===== src/rtl/cpu_pkg.sv =====
// Shared CPU widths, fetch constants and the fetch-state encoding.
package cpu_pkg;
  localparam int ADDR_W  = 8;
  localparam int INSTR_W = 16;

  localparam logic [ADDR_W-1:0]  RESET_PC  = 8'h00;
  localparam logic [INSTR_W-1:0] HALT_WORD = 16'h0001;

  typedef enum logic [1:0] {BOOT, RUN, HALT} fetch_state_e;
endpackage


===== src/rtl/ifetch_pc_next.sv =====
// Combinational next-PC select: branch > resume > increment > hold.
module ifetch_pc_next
  import cpu_pkg::*;
(
  input  logic [ADDR_W-1:0] pc,
  input  logic              br_en,
  input  logic [ADDR_W-1:0] br_target,
  input  logic              resume_en,
  input  logic              inc_en,
  output logic [ADDR_W-1:0] pc_next
);
  logic [ADDR_W-1:0] pc_inc;

  // Modulo 2^ADDR_W wrap comes for free from the truncating add.
  assign pc_inc = pc + ADDR_W'(2);

  always_comb begin
    pc_next = pc;
    if (br_en)
      pc_next = {br_target[ADDR_W-1:1], 1'b0};
    else if (resume_en || inc_en)
      pc_next = {pc_inc[ADDR_W-1:1], 1'b0};
  end
endmodule


===== src/rtl/ifetch_unit.sv =====
// Instruction fetch: PC, IR with valid/ready to decode, branch flush and HALT.
// Optional perf counters (FETCH_CNT/STALL_CNT) when IFETCH_PERF_CNT_EN is defined.
module ifetch_unit
  import cpu_pkg::*;
(
  input  logic               CLK,
  input  logic               RESET,
  output logic [ADDR_W-1:0]  ADDR,
  input  logic [INSTR_W-1:0] Q,
  output logic [INSTR_W-1:0] INSTR,
  output logic [ADDR_W-1:0]  INSTR_PC,
  output logic               INSTR_VALID,
  input  logic               INSTR_READY,
  input  logic               BR_TAKEN,
  input  logic [ADDR_W-1:0]  BR_TARGET,
  output logic               HALTED,
  input  logic               RESUME
`ifdef IFETCH_PERF_CNT_EN
  ,
  output logic [15:0]        FETCH_CNT,
  output logic [15:0]        STALL_CNT
`endif
);
  fetch_state_e      state;
  logic [ADDR_W-1:0] pc, pc_nxt;
  logic              in_run, in_halt, br_en, capture, is_halt, stall;

  assign in_run  = (state == RUN);
  assign in_halt = (state == HALT);
  assign br_en   = BR_TAKEN && (state != BOOT);
  assign capture = in_run && !BR_TAKEN && (!INSTR_VALID || INSTR_READY);
  assign is_halt = (Q == HALT_WORD);
  assign stall   = in_run && INSTR_VALID && !INSTR_READY;
  assign ADDR    = pc;

  ifetch_pc_next u_pc_next (
    .pc        (pc),
    .br_en     (br_en),
    .br_target (BR_TARGET),
    .resume_en (in_halt && RESUME),
    .inc_en    (capture && !is_halt),
    .pc_next   (pc_nxt)
  );

  always_ff @(posedge CLK or posedge RESET) begin
    if (RESET) begin
      state       <= BOOT;
      pc          <= RESET_PC;
      INSTR       <= '0;
      INSTR_PC    <= '0;
      INSTR_VALID <= 1'b0;
      HALTED      <= 1'b0;
    end else begin
      pc <= pc_nxt;
      case (state)
        BOOT: state <= RUN;
        RUN: begin
          if (BR_TAKEN) begin
            INSTR_VALID <= 1'b0;
          end else if (capture) begin
            INSTR       <= Q;
            INSTR_PC    <= pc;
            INSTR_VALID <= 1'b1;
            if (is_halt) begin
              state  <= HALT;
              HALTED <= 1'b1;
            end
          end
        end
        HALT: begin
          // No capture here; only consume/flush the held HALT and wait for RESUME.
          if (BR_TAKEN || INSTR_READY) INSTR_VALID <= 1'b0;
          if (RESUME) begin
            state  <= RUN;
            HALTED <= 1'b0;
          end
        end
        default: state <= BOOT;
      endcase
    end
  end

`ifdef IFETCH_PERF_CNT_EN
  always_ff @(posedge CLK or posedge RESET) begin
    if (RESET) begin
      FETCH_CNT <= '0;
      STALL_CNT <= '0;
    end else begin
      if (capture && FETCH_CNT != 16'hFFFF) FETCH_CNT <= FETCH_CNT + 16'd1;
      if (stall && STALL_CNT != 16'hFFFF)   STALL_CNT <= STALL_CNT + 16'd1;
    end
  end
`endif
endmodule

===== config.mk =====
export PLATFORM = sky130hd
export DESIGN_NAME = ifetch_unit
export DESIGN_NICKNAME = d
export VERILOG_FILES = /design/src/rtl/cpu_pkg.sv /design/src/rtl/ifetch_pc_next.sv /design/src/rtl/ifetch_unit.sv
export SDC_FILE = /design/constraint.sdc
export NUM_CORES = 1
export LEC_CHECK = 0
export ABC_AREA = 1
export BUFFER_PORTS_ARGS = -buffer_cell sky130_fd_sc_hd__buf_2
export CAP_MARGIN = 20
export CORE_ASPECT_RATIO = 0.75
export CORE_MARGIN = 8
export CORE_UTILIZATION = 51
export CTS_BUF_LIST = sky130_fd_sc_hd__clkbuf_2 sky130_fd_sc_hd__clkbuf_4 sky130_fd_sc_hd__clkbuf_8
export CTS_CLUSTER_SIZE = 28
export DETAILED_ROUTE_END_ITERATION = 12
export PLACE_DENSITY_LB_ADDON = 0.2
export SYNTH_ARGS = -nofsm -noshare
export SYNTH_HDL_FRONTEND = slang
export SYNTH_SLANG_ARGS = --single-unit

===== constraint.sdc =====
create_clock -name CLK -period 1.99 [get_ports CLK]
set_clock_uncertainty 0.15 [all_clocks]
set_input_delay 0.199 -clock CLK [delete_from_list [all_inputs] [get_ports CLK]]
set_output_delay 0.199 -clock CLK [all_outputs]
set_load 0.01 [all_outputs]

==> flow_summary.toml <==
[worst_setup_path]
cp-start-kind = "flop"
cp_max_fo = 25
cp-startpoint = "state[1]$_DFFE_PP0P_"
r2r_setup_slack_ns = 0.23
cp.required_ns = 2.02
r2r_start = "state[1]$_DFFE_PP0P_"
worstRegToRegCells = 8
cp-end-kind = "flop"
crit_path_end = "INSTR_PC[1]$_DFFE_PP0P_"
cp.arrival_ns = 1.79
worstSetupPathType = "reg -> reg"
r2r-end = "INSTR_PC[1]$_DFFE_PP0P_"

[finish]
final_cell_area_sq_um = 2369
fin_cells = 344
drive_gt1_share_pct = 29.93
n_antenna_cell = 0
area_delta_synth_final_pct = 31.09
nets = 338

[sta]
max_freq_mhz = 568.6
hold_viol = 0
setup_violations = 0
postLayoutSetupSlackWorst_ns = 0.2314
rsz0062_at_grt = "no"
slew_viol_final = 0
fin_crit_ns = 1.759
fin_crit_sh_pct = 88.37
tns_ns = 0

[clock_network]
clock-root-buffer = "clkbuf_8"
ctsResizeCount = 0
h-tree-depth = 2
cts_tree = "built"
clkLatencyLatePin_ns = 0.28
cts_made_buffers = 5
clock_path_buffers = 2
clkTransAtPathRegs_ns = 0.07
postCtsSetupRepairBufs = 0
cts_sinks = 34

[floorplan]
dieArea_sq_um = 5723
die_width_um = 84.73
core_area_sq_um = 3333
num_rows = 18
boundaryPins = 63
die_y_um = 67.55
initial_core_util_pct = 54.20

[status]
status = "complete, no violations"

[grt]
grt_use_total_pct = 16.73
grt-ovfl-total = 0
grt_pass1_vias = 1592
grt_max_degree = 35
grt_pass1_wl_um = 7583
antenna_found_initial = 0

[yosys]
synth_cells = 225
yosys_warnings = 0
synth_most_common_cell = "nand2_1"
synth_compound_area_share_pct = 8.380
syn_area_sq_um = 1807
synth_top_area_share_pct = 47.09
async_reset_ff_share_pct = 100.0
synth_seq_cells = 34
synthXorXnorAreaFrac_pct = 0.4848
yosysUniqueCellTypes = 25
synth_top_family_by_area = "simple AND/OR/NAND/NOR gates"
synthTopCellsByArea = "dfrtp_1 47%, nand2_1 19%, nor2_1 4.4%"
ys_seq_area_share_pct = 47.09
synth-simple-area-share_pct = 32.20
synth_fa_ha_area_share_pct = 4.155
synth_top_cell_by_area = "dfrtp_1"
ys.flop_type = "dfrtp_1"
syn_avg_cell_area_sq_um = 8.030
synthMuxAreaShare_pct = 0
synth_edf_count = 0
ys_top_cells_by_count = "91 x nand2_1, 34 x dfrtp_1, 21 x nor2_1"

[run]
maxCapViolations = 0

[power_and_ir_drop]
powerDensity_nw_per_um2 = 1405
switching_share_pct = 42.18
intPower_uw = 1923
power_uw = 3327
ir_drop_mv = 0.8463
leakage_uw = 0.001285
comb_power_share_pct = 47.9
p_switching_uw = 1403
p_seq_share_pct = 36.3
clkPwrFrac_pct = 15.9

[placement]
post-dp-hpwl_um = 3247
post-place-ws_ns = 0.2225
port_buffers = 59
placed_cell_area_sq_um = 2123
gp_congestion = 0.8977
place_inst = 321

[detailed_routing]
drc_errors = 0
vias = 1614
postRouteAntennaNets = 0
avgRoutedWirePerCell_um = 12.62
drt-total-wl_um = 4340
firstDrtPassIters = 4
viasPerCell = 4.692
drtIter0Drc = 62

[min_path]
min_path_type = "in -> reg"
-- state kept, by name (all words and copies together) (netlist names) --
name         cells
INSTR_VALID      1
INSTR           16
HALTED           1
ADDR             7
INSTR_PC         7
state            2
-- through the flow --
step / util [%] / hold WS (ns)
finish: 71.06 / 0.01146
global route: 71.06 / 0.01631
detailed placement: 63.70 / 0.1656
global placement: 63.70 / 0.1626
CTS: 71.06 / 0.003841
floorplan: - / 0.1443
-- routing by layer --
layer,GRT usage (%),up-vias,routed length (um)
met5,0,-,0
met4,7.285,0,74
met3,5.333,9,241
met2,27.89,37,2034
met1,19.85,714,1988
li1,-,854,-
-- critical path, stage by stage, from the launching register on --
cell     delay (ns)
dfrtp_1        0.41
inv_1          0.12
ha_1           0.26
nand2_2        0.12
nor2_8         0.17
inv_2          0.11
buf_12         0.17
nand2_1        0.07
o21ai_1        0.06
-- how the worst min path moves through the flow --
stage | from | to | slack (ns) | cells past startpoint
floorplan | INSTR_READY | INSTR_VALID$_DFFE_PP0P_ | 0.14 | 1
global placement | RESET | INSTR_PC[2]$_DFFE_PP0P_ | 0.16 | 3
detailed placement | RESET | INSTR[13]$_DFFE_PP0P_ | 0.17 | 3
CTS | Q[9] | INSTR[9]$_DFFE_PP0P_ | 0.004 | 3
global route | Q[9] | INSTR[9]$_DFFE_PP0P_ | 0.02 | 3
finish | Q[9] | INSTR[9]$_DFFE_PP0P_ | 0.01 | 3
-- cells by family (layout without fill, tap and decap cells) --
logic type,Yosys count,after routing
compound gates,24,24
xor+xnor,1,1
fa+ha+maj,6,6
buf+inv,24,102
flops,34,34
other cells,1,2
simple gates,135,135
-- power by group through the flow --
stage                     clock, uW  combinational, uW  sequential [uW]
final                           527               1590             1210
after global placement            0               1550             1200
after floorplan                   0                980             1340
after detailed placement          0               1590             1220
after CTS                       546               1620             1210
after global routing            582               1810             1250
-- cell type report --
cell class,instances,area [sq um]
multi-input cells,168,824.5
inverters,16,60.06
clock buffers,6,82.58
clock inverters,2,12.51
flip-flops and latches,34,850.8
well taps,40,50.05
fillers,284,964.7
repair buffers,78,488.0
-- repair_timing --
item	CTS	global route
hold buffers	15	0
setup endpoints to repair	0	0
endpoints found under the hold margin	48	0
-- cell usage in the layout, fill, tap and decap left out, types with 6 or more instances in the layout --
master         instances
clkbuf_8               6
buf_2                 59
nand2_1               91
nand3_1                8
dlygate4sd3_1         15
o21ai_0                6
o21ai_2                7
o21ai_1                8
dfrtp_1               34
nand2_2                6
ha_1                   6
nor2_1                21
inv_1                 15
No activity file was read; power rests on OpenSTA's default activity.
